## config.mk

```make
export PLATFORM = sky130hd
export DESIGN_NAME = puf_challenge_scrambler
export DESIGN_NICKNAME = d
export VERILOG_FILES = /design/src/rtl/puf_challenge_scrambler.sv
export SDC_FILE = /design/constraint.sdc
export NUM_CORES = 1
export LEC_CHECK = 0
export BUFFER_PORTS_ARGS = -buffer_cell sky130_fd_sc_hd__clkbuf_2
export CAP_MARGIN = 20
export CORE_MARGIN = 5
export CORE_UTILIZATION = 44
export DETAILED_ROUTE_END_ITERATION = 6
export GPL_TIMING_DRIVEN = 0
export PLACE_DENSITY = 0.78
export REMOVE_ABC_BUFFERS = 1
export SKIP_CTS_REPAIR_TIMING = 1
export SYNTH_ARGS = -nofsm -noshare
export SYNTH_HDL_FRONTEND = slang
export SYNTH_SLANG_ARGS = --single-unit
```

## constraint.sdc

```tcl
create_clock -name clk -period 2 [get_ports clk]
set_clock_uncertainty 0.2 [all_clocks]
set_input_delay 0.2 -clock clk [delete_from_list [all_inputs] [get_ports clk]]
set_output_delay 0.2 -clock clk [all_outputs]
set_load 0.02 [all_outputs]
```

## src/rtl/puf_challenge_scrambler.sv

```systemverilog
// puf_challenge_scrambler
// Reads P_NUM_WORDS raw PUF words from a source region, XORs each with an
// 8-bit Galois LFSR keystream seeded by the challenge seed, and writes the
// result to a destination region. done_Scrambler is held once the last word
// has been written.
//
// Optional feature macro: PUF_SCR_BYPASS_EN
//   Adds input scr_bypass. When it is high in WRITE, the source word is
//   copied unmodified, but the LFSR still advances so later words keep
//   their keystream alignment.
//
// Handshake: src_rd_en is a one-cycle strobe with src_addr valid in the same
// cycle; src_rd_data is consumed in the following cycle (WRITE). dst_wr_en is
// a one-cycle strobe with dst_addr/dst_wr_data valid in the same cycle. There
// is no back-pressure on either side. The two strobes are never high together.
// Address, data and strobe outputs are 0 whenever no strobe is active.
// o_dbg_state exposes the FSM state for observation.
module puf_challenge_scrambler #(
    parameter int                      P_ADDR_WIDTH = 12,
    parameter int                      P_DATA_WIDTH = 32,
    parameter int                      P_NUM_WORDS  = 16,
    parameter logic [P_ADDR_WIDTH-1:0] P_SRC_BASE   = 12'h000,
    parameter logic [P_ADDR_WIDTH-1:0] P_DST_BASE   = 12'h100,
    parameter logic [7:0]              P_LFSR_POLY  = 8'hB8
) (
    input  logic                    clk,
    input  logic                    Resetn,
    input  logic                    En_Scrambler,
    input  logic                    Reset_Scrambler,
    input  logic [7:0]              Seed_Data_LFSR,
`ifdef PUF_SCR_BYPASS_EN
    input  logic                    scr_bypass,
`endif
    output logic                    done_Scrambler,
    output logic                    src_rd_en,
    output logic [P_ADDR_WIDTH-1:0] src_addr,
    input  logic [P_DATA_WIDTH-1:0] src_rd_data,
    output logic                    dst_wr_en,
    output logic [P_ADDR_WIDTH-1:0] dst_addr,
    output logic [P_DATA_WIDTH-1:0] dst_wr_data,
    output logic [2:0]              o_dbg_state
);

    localparam int K = P_DATA_WIDTH / 8;
    localparam logic [P_ADDR_WIDTH-1:0] LAST_IDX = P_ADDR_WIDTH'(P_NUM_WORDS - 1);

    typedef enum logic [2:0] {
        S_IDLE  = 3'd0,
        S_ARM   = 3'd1,
        S_READ  = 3'd2,
        S_WRITE = 3'd3,
        S_DONE  = 3'd4
    } state_t;

    state_t                  r_state;
    state_t                  w_state_nxt;
    logic [7:0]              r_lfsr;
    logic [7:0]              w_lfsr_nxt;
    logic [7:0]              w_lfsr_adv;
    logic [P_ADDR_WIDTH-1:0] r_idx;
    logic [P_ADDR_WIDTH-1:0] w_idx_nxt;
    logic [P_DATA_WIDTH-1:0] w_keystream;
    logic [P_DATA_WIDTH-1:0] w_wr_data;

    function automatic logic [7:0] lfsr_step(input logic [7:0] s);
        return s[0] ? ((s >> 1) ^ P_LFSR_POLY) : (s >> 1);
    endfunction

    // Keystream word: K successive LFSR states, current state in the MSB byte;
    // the state after the last byte is the LFSR value for the next word.
    always_comb begin : keystream_gen
        logic [7:0] v_s;
        w_keystream = '0;
        v_s         = r_lfsr;
        for (int k = 0; k < K; k++) begin
            w_keystream[P_DATA_WIDTH-1-8*k -: 8] = v_s;
            v_s = lfsr_step(v_s);
        end
        w_lfsr_adv = v_s;
    end

    // Scrambled write data, optionally passed through unmodified.
    always_comb begin
`ifdef PUF_SCR_BYPASS_EN
        w_wr_data = scr_bypass ? src_rd_data : (src_rd_data ^ w_keystream);
`else
        w_wr_data = src_rd_data ^ w_keystream;
`endif
    end

    // Next-state and output decode; Reset_Scrambler overrides every state and
    // suppresses any strobe in the same cycle so an in-flight write is dropped.
    always_comb begin
        w_state_nxt    = r_state;
        w_lfsr_nxt     = r_lfsr;
        w_idx_nxt      = r_idx;
        done_Scrambler = 1'b0;
        src_rd_en      = 1'b0;
        src_addr       = '0;
        dst_wr_en      = 1'b0;
        dst_addr       = '0;
        dst_wr_data    = '0;
        if (Reset_Scrambler) begin
            w_state_nxt = S_ARM;
            w_idx_nxt   = '0;
            w_lfsr_nxt  = (Seed_Data_LFSR == 8'h00) ? 8'h01 : Seed_Data_LFSR;
        end else begin
            case (r_state)
                S_IDLE: begin
                    w_state_nxt = S_IDLE;
                end
                S_ARM: begin
                    if (En_Scrambler) w_state_nxt = S_READ;
                end
                S_READ: begin
                    if (En_Scrambler) begin
                        src_rd_en   = 1'b1;
                        src_addr    = P_SRC_BASE + r_idx;
                        w_state_nxt = S_WRITE;
                    end
                end
                S_WRITE: begin
                    dst_wr_en   = 1'b1;
                    dst_addr    = P_DST_BASE + r_idx;
                    dst_wr_data = w_wr_data;
                    w_lfsr_nxt  = w_lfsr_adv;
                    w_idx_nxt   = r_idx + P_ADDR_WIDTH'(1);
                    w_state_nxt = (r_idx == LAST_IDX) ? S_DONE : S_READ;
                end
                S_DONE: begin
                    done_Scrambler = 1'b1;
                end
                default: begin
                    w_state_nxt = S_IDLE;
                end
            endcase
        end
    end

    // State, LFSR and word index registers with synchronous active-low reset.
    always_ff @(posedge clk) begin
        if (!Resetn) begin
            r_state <= S_IDLE;
            r_lfsr  <= 8'h01;
            r_idx   <= '0;
        end else begin
            r_state <= w_state_nxt;
            r_lfsr  <= w_lfsr_nxt;
            r_idx   <= w_idx_nxt;
        end
    end

    assign o_dbg_state = r_state;

endmodule

```

[After elaboration in Yosys (flattened, before gate mapping)]
Index checks and enable logic that the tools add are counted.
Storage, ports and cells
  logic and storage cells: 54
  bits of input ports: 44
  bits in registers: 23
  output and inout port bits: 62
Cells by class
  equality and inequality tests: 10
  reduce and logical (&&, ||, !) cells: 5
  multiplexer cells: 26
  bitwise logic cells: 7
  add/subtract/negate cells: 2
Operators by type and width (number)
  $mux 32: 2
  $mux 12: 5
  $mux 8: 7
  $xor 32x32->32: 1
  $not 3->4: 4
  $add 12x1->12 const B: 1
  $add 9x12->12 const A: 1
  $eq 12x4->1 const B: 1
  $pmux 3 s4: 1
  $mux 3: 3
  $logic_not 8->1: 1
  $mux 1: 8
  $eq 3x2->1 const B: 2
  $ne 2x2->1 const B: 3
  $ne 3x3->1 const B: 2
  $reduce_and 3->1: 2
  $eq 3x1->1 const B: 1
  $eq 3x3->1 const B: 1
  $not 1->1: 2
  $reduce_bool 2->1: 1
  $reduce_or 2->1: 1

[Longest topological paths before layout]
  depth after elaboration: 10
  depth in mapped cells: 7
  gate-level depth less buffers: 6

[Worst setup path after synthesis]
No wires, ideal clock.
  kind: register to output
  from: register r_state[1] (netlist: o_dbg_state[1])
  to: output src_addr[0]
  slack: 0.043 ns
  data arrival time: 1.557 ns
  data required time: 1.600 ns
  stages on the path, launching flop included: 6
  buffers on the path: 2
  cells stage by stage: dfxtp_1 > buf_2 > nand3b_1 > nor3_1 > clkbuf_1 > and2_1
On the way
  word-level cells in the longest chain between the ends: 3
Ends and longest elaborated chain
  start, declared: line 55  | state_t r_state;
  start signal, assigned: line 147  | r_state <= w_state_nxt;
  $eq 3x2->1: line 108  | case (r_state)
  $mux 12: line 108
  $mux 12: line 103  | if (Reset_Scrambler) begin
  end, declared: line 36  | output logic [P_ADDR_WIDTH-1:0] src_addr,
No other way between the ends.

[Worst setup path in the final report]
  from: register r_state[0] (netlist: o_dbg_state[0])
  to: output src_addr[6]
Same word-level chain as after synthesis.

==> metrics list <==
- The run finished, with violations left.
- The final reports fail on hold timing.
- Summing every instance area after synthesis gives 0.00186 mm2.
- TritonCTS built the clock tree.
* Placeable Area: between 0.004 and 0.005 mm2
- Setup repair after global routing could not meet its margin everywhere.
* Clk root buf: sky130_fd_sc_hd__clkbuf_8
- Relative slew margins: 0.673
* CP cell instances: nand3b_1, nor3_4, buf_6, and2_1, buf_6
* Critical Path Most Common Cell: sky130_fd_sc_hd__buf_6
- Initial core utilization: 0.459
* Max-slew violation total from the final report: 0
* Share of synthesized area occupied by flip-flops and latches: 0.247
* Sw Pwr: 296 uW
- CP Launch Type: flop
- In the final design database the tool counted 395 nets.
- After the first detailed-routing iteration, the DRC count stood at 114.
- CP Data Arrival Time: 1.58 ns
* Final weighted congestion in routability-driven placement: 0.846
- Mean area per synthesized cell: 7.60 um2
* Number of optimization iterations in the first detailed-route pass: 4
* Worst setup path category: reg -> out
- Detailed placement ended at an HPWL of 4050 um.
- Power density cells: just over 400 mW/mm2
- Counting every instance in the synthesized netlist gives between 200 and 250.
* Flop and latch count out of synthesis: 23
- Number of antenna violations at the first check in global routing: 0
* Number of global-route vias before repair: 1781
- Buffers inserted during clock tree synthesis total 3.
- Cell internal power was estimated by the tool at 754 uW.
- Die area: 0.00563 mm2
- Height of the die: 75.1 um
- Setup violations remaining at the end of the flow were counted as 0.
- Largest stage delay on the critical path: approximately 0.38 ns
* Sum of overflow across all layers after global routing: 0
* Worst hold-check path type: in -> reg
- Of the available clock period, the critical path in the final layout requires 0.989.
- Clock power frac: 0.274
- Number of synthesized flops with an enable pin: 0
- Count of pins on the block boundary: roughly 110
* CP Data Required Time: ~1.6 ns
- Post-DRT Antenna Nets: 0
- The clock passes through at most 2 buffers.
* Overall via count from detail_route: 1996
- Placed cell count: approximately 380
- PortBufs: 105
* Proportion of layout cells with a drive suffix above 1: 0.392
- Layout overhead on the synthesized area: 39.4%
- For this run, the leading register cell type out of synthesis is sky130_fd_sc_hd__dfxtp_1.
- After routing, the total negative slack on setup checks comes to 0 ns.
- In the synthesized netlist the async set-or-reset flop fraction comes to 0.
- The clock period could shrink to 1.98 ns.
- Across all hold checks on the routed design, the worst slack comes to -0.0145 ns.
- For this design the static power due to leakage is ~1.2 nW.
* Detailed-route wire length: 5360 um
* Global-route wire length before repair: between 7000 and 8000 um
* H-Tree Depth: 1
- After synthesis, the netlist uses 37 different library cells.
* Mean routed wirelength per cell: 13.5 um
* VDD IR max: 176 uV
* Final std cells w/o fill: roughly 400
* DRC violation count after routing: 0
- For this run, the top clock speed supported by timing is 506 MHz.
* Routed via count divided by cell count: 5.03
* Antenna Diode Count: 0
- The floorplan has 23 rows.
* Portion of total power attributed to sequential cells: 0.473
- GR Util All Layers: 0.174
* Number of warning messages in the yosys log: 0
* Clock latency at the later pin of the worst-skew pair: 0.26 ns
* Pin count of the biggest net entering global routing: 30
- The number of hold violations in the final report was 2.
- The worst setup path is captured at an output pin.
- At the pin with the least slew margin, the transition time is 0.490 ns.
- Of all nets on the critical path, the largest fanout is 11.
- Switching power as a share of total power: 0.282
- Of the total power, combinational logic draws 0.253.
- From left edge to right edge, the die measures around 75 um.
* Clock tree sinks: 23
* CTS clock-pin slew for the worst setup and hold paths: 0.08 ns
* Maxcap violations: 0
* CP max stage cell: sky130_fd_sc_hd__dfxtp_4
-- worst max-delay path, delay by kind of cell (launching register included) --
family / cells / cell delay, ns
buffers and inverters: 2 / 0.28
flip-flops: 1 / 0.38
AND/OR/NAND/NOR: 3 / 0.65
-- registers in the layout, summed over array words and instances, names as in the netlist --
signal	flops
o_dbg_state	3
r_idx	12
r_lfsr	8
-- path summary, 6_finish.rpt --
| kind | start | end | slack (ns) | cells after the start |
|---|---|---|---|---|
| max | o_dbg_state[0] | src_addr[6] | 0.02 | 5 |
| min | Seed_Data_LFSR[6] | r_lfsr[6] | -0.01 | 2 |
| max reg2reg | o_dbg_state[2] | r_idx[11] | 0.17 | 4 |
| min reg2reg | r_idx[1] | r_idx[1] | 0.33 | 2 |
-- final cells by class --
class | instances | area [um2]
flip-flops and latches | 23 | 483
multi-input cells | 201 | 1320
repair buffers | 115 | 669
well taps | 50 | 62.6
clock buffers | 3 | 41.3
inverters | 4 | 15.0
fillers | 363 | 1460
clock inverters | 1 | 5.00
-- metrics by stage --
step / utilization / area (um2) / setup WS, ns / power, mW
6_report: 0.640 / 2600 / 0.0225 / 1.05
4_1_cts: 0.592 / 2400 / -0.515 / 1.04
5_1_grt: 0.640 / 2600 / -0.0508 / 1.12
3_3_place_gp: 0.577 / 2340 / -0.786 / 0.748
3_5_place_dp: 0.581 / 2360 / -0.214 / 0.755
2_1_floorplan: - / 1750 / -0.445 / 0.670
-- layer usage --
| metal | global-route usage | vias up | wire (um) |
|---|---|---|---|
| li1 | - | 999 | - |
| met1 | 0.214 | 896 | 2170 |
| met2 | 0.309 | 93 | 2480 |
| met3 | 0.0347 | 8 | 621 |
| met4 | 0.0415 | 0 | 81 |
| met5 | 0 | - | 0 |
-- cell usage in the layout (no fill, tap or decap), types with 2 or more instances in the layout --
master	n
sky130_fd_sc_hd__a21oi_1	13
sky130_fd_sc_hd__and2_1	19
sky130_fd_sc_hd__and3_1	4
sky130_fd_sc_hd__buf_4	11
sky130_fd_sc_hd__buf_6	9
sky130_fd_sc_hd__clkbuf_2	93
sky130_fd_sc_hd__clkbuf_8	3
sky130_fd_sc_hd__dfxtp_1	15
sky130_fd_sc_hd__dfxtp_2	3
sky130_fd_sc_hd__dfxtp_4	5
sky130_fd_sc_hd__ha_1	3
sky130_fd_sc_hd__inv_1	3
sky130_fd_sc_hd__nand2_1	17
sky130_fd_sc_hd__nand3_1	5
sky130_fd_sc_hd__nand3b_1	2
sky130_fd_sc_hd__nand4_1	5
sky130_fd_sc_hd__nor2_1	47
sky130_fd_sc_hd__nor3_1	2
sky130_fd_sc_hd__nor4_1	3
sky130_fd_sc_hd__o211a_1	2
sky130_fd_sc_hd__o21ai_0	6
sky130_fd_sc_hd__or3_1	2
sky130_fd_sc_hd__xnor2_1	36
sky130_fd_sc_hd__xor2_1	18
-- cell families after synthesis --
group                    share of synthesized area
AO/OA/AOI/OAI                               0.0860
XOR/XNOR                                     0.284
adder cells (fa/ha/maj)                     0.0202
buffers and inverters                       0.0665
flip-flops                                   0.247
AND/OR/NAND/NOR                              0.296
-- synth_stat cells (3+ instances only) --
cell                       number  area share
sky130_fd_sc_hd__nor4_1         3       0.010
sky130_fd_sc_hd__a21oi_1       13       0.035
sky130_fd_sc_hd__buf_2          5       0.013
sky130_fd_sc_hd__dfxtp_1       23        0.25
sky130_fd_sc_hd__inv_1          4      0.0081
sky130_fd_sc_hd__xor2_1        19       0.089
sky130_fd_sc_hd__and3_1         4       0.013
sky130_fd_sc_hd__nor2_1        48       0.097
sky130_fd_sc_hd__nand4_1        5       0.017
sky130_fd_sc_hd__xnor2_1       36        0.17
sky130_fd_sc_hd__clkbuf_1       5       0.010
sky130_fd_sc_hd__nand2_1       17       0.034
sky130_fd_sc_hd__ha_1           3       0.020
sky130_fd_sc_hd__buf_6          3       0.018
sky130_fd_sc_hd__o21ai_0        6       0.016
sky130_fd_sc_hd__nand3_1        6       0.016
sky130_fd_sc_hd__and2_1        19       0.064
sky130_fd_sc_hd__nor3_1         3      0.0081
-- power groups by stage --
stage / combinational, mW / clock [mW] / sequential, mW
floorplan: 0.160 / 0 / 0.510
global placement: 0.233 / 0 / 0.516
detailed placement: 0.239 / 0 / 0.516
CTS: 0.240 / 0.297 / 0.505
global route: 0.292 / 0.325 / 0.500
finish: 0.266 / 0.288 / 0.497
(Power assumes the default switching activity.)
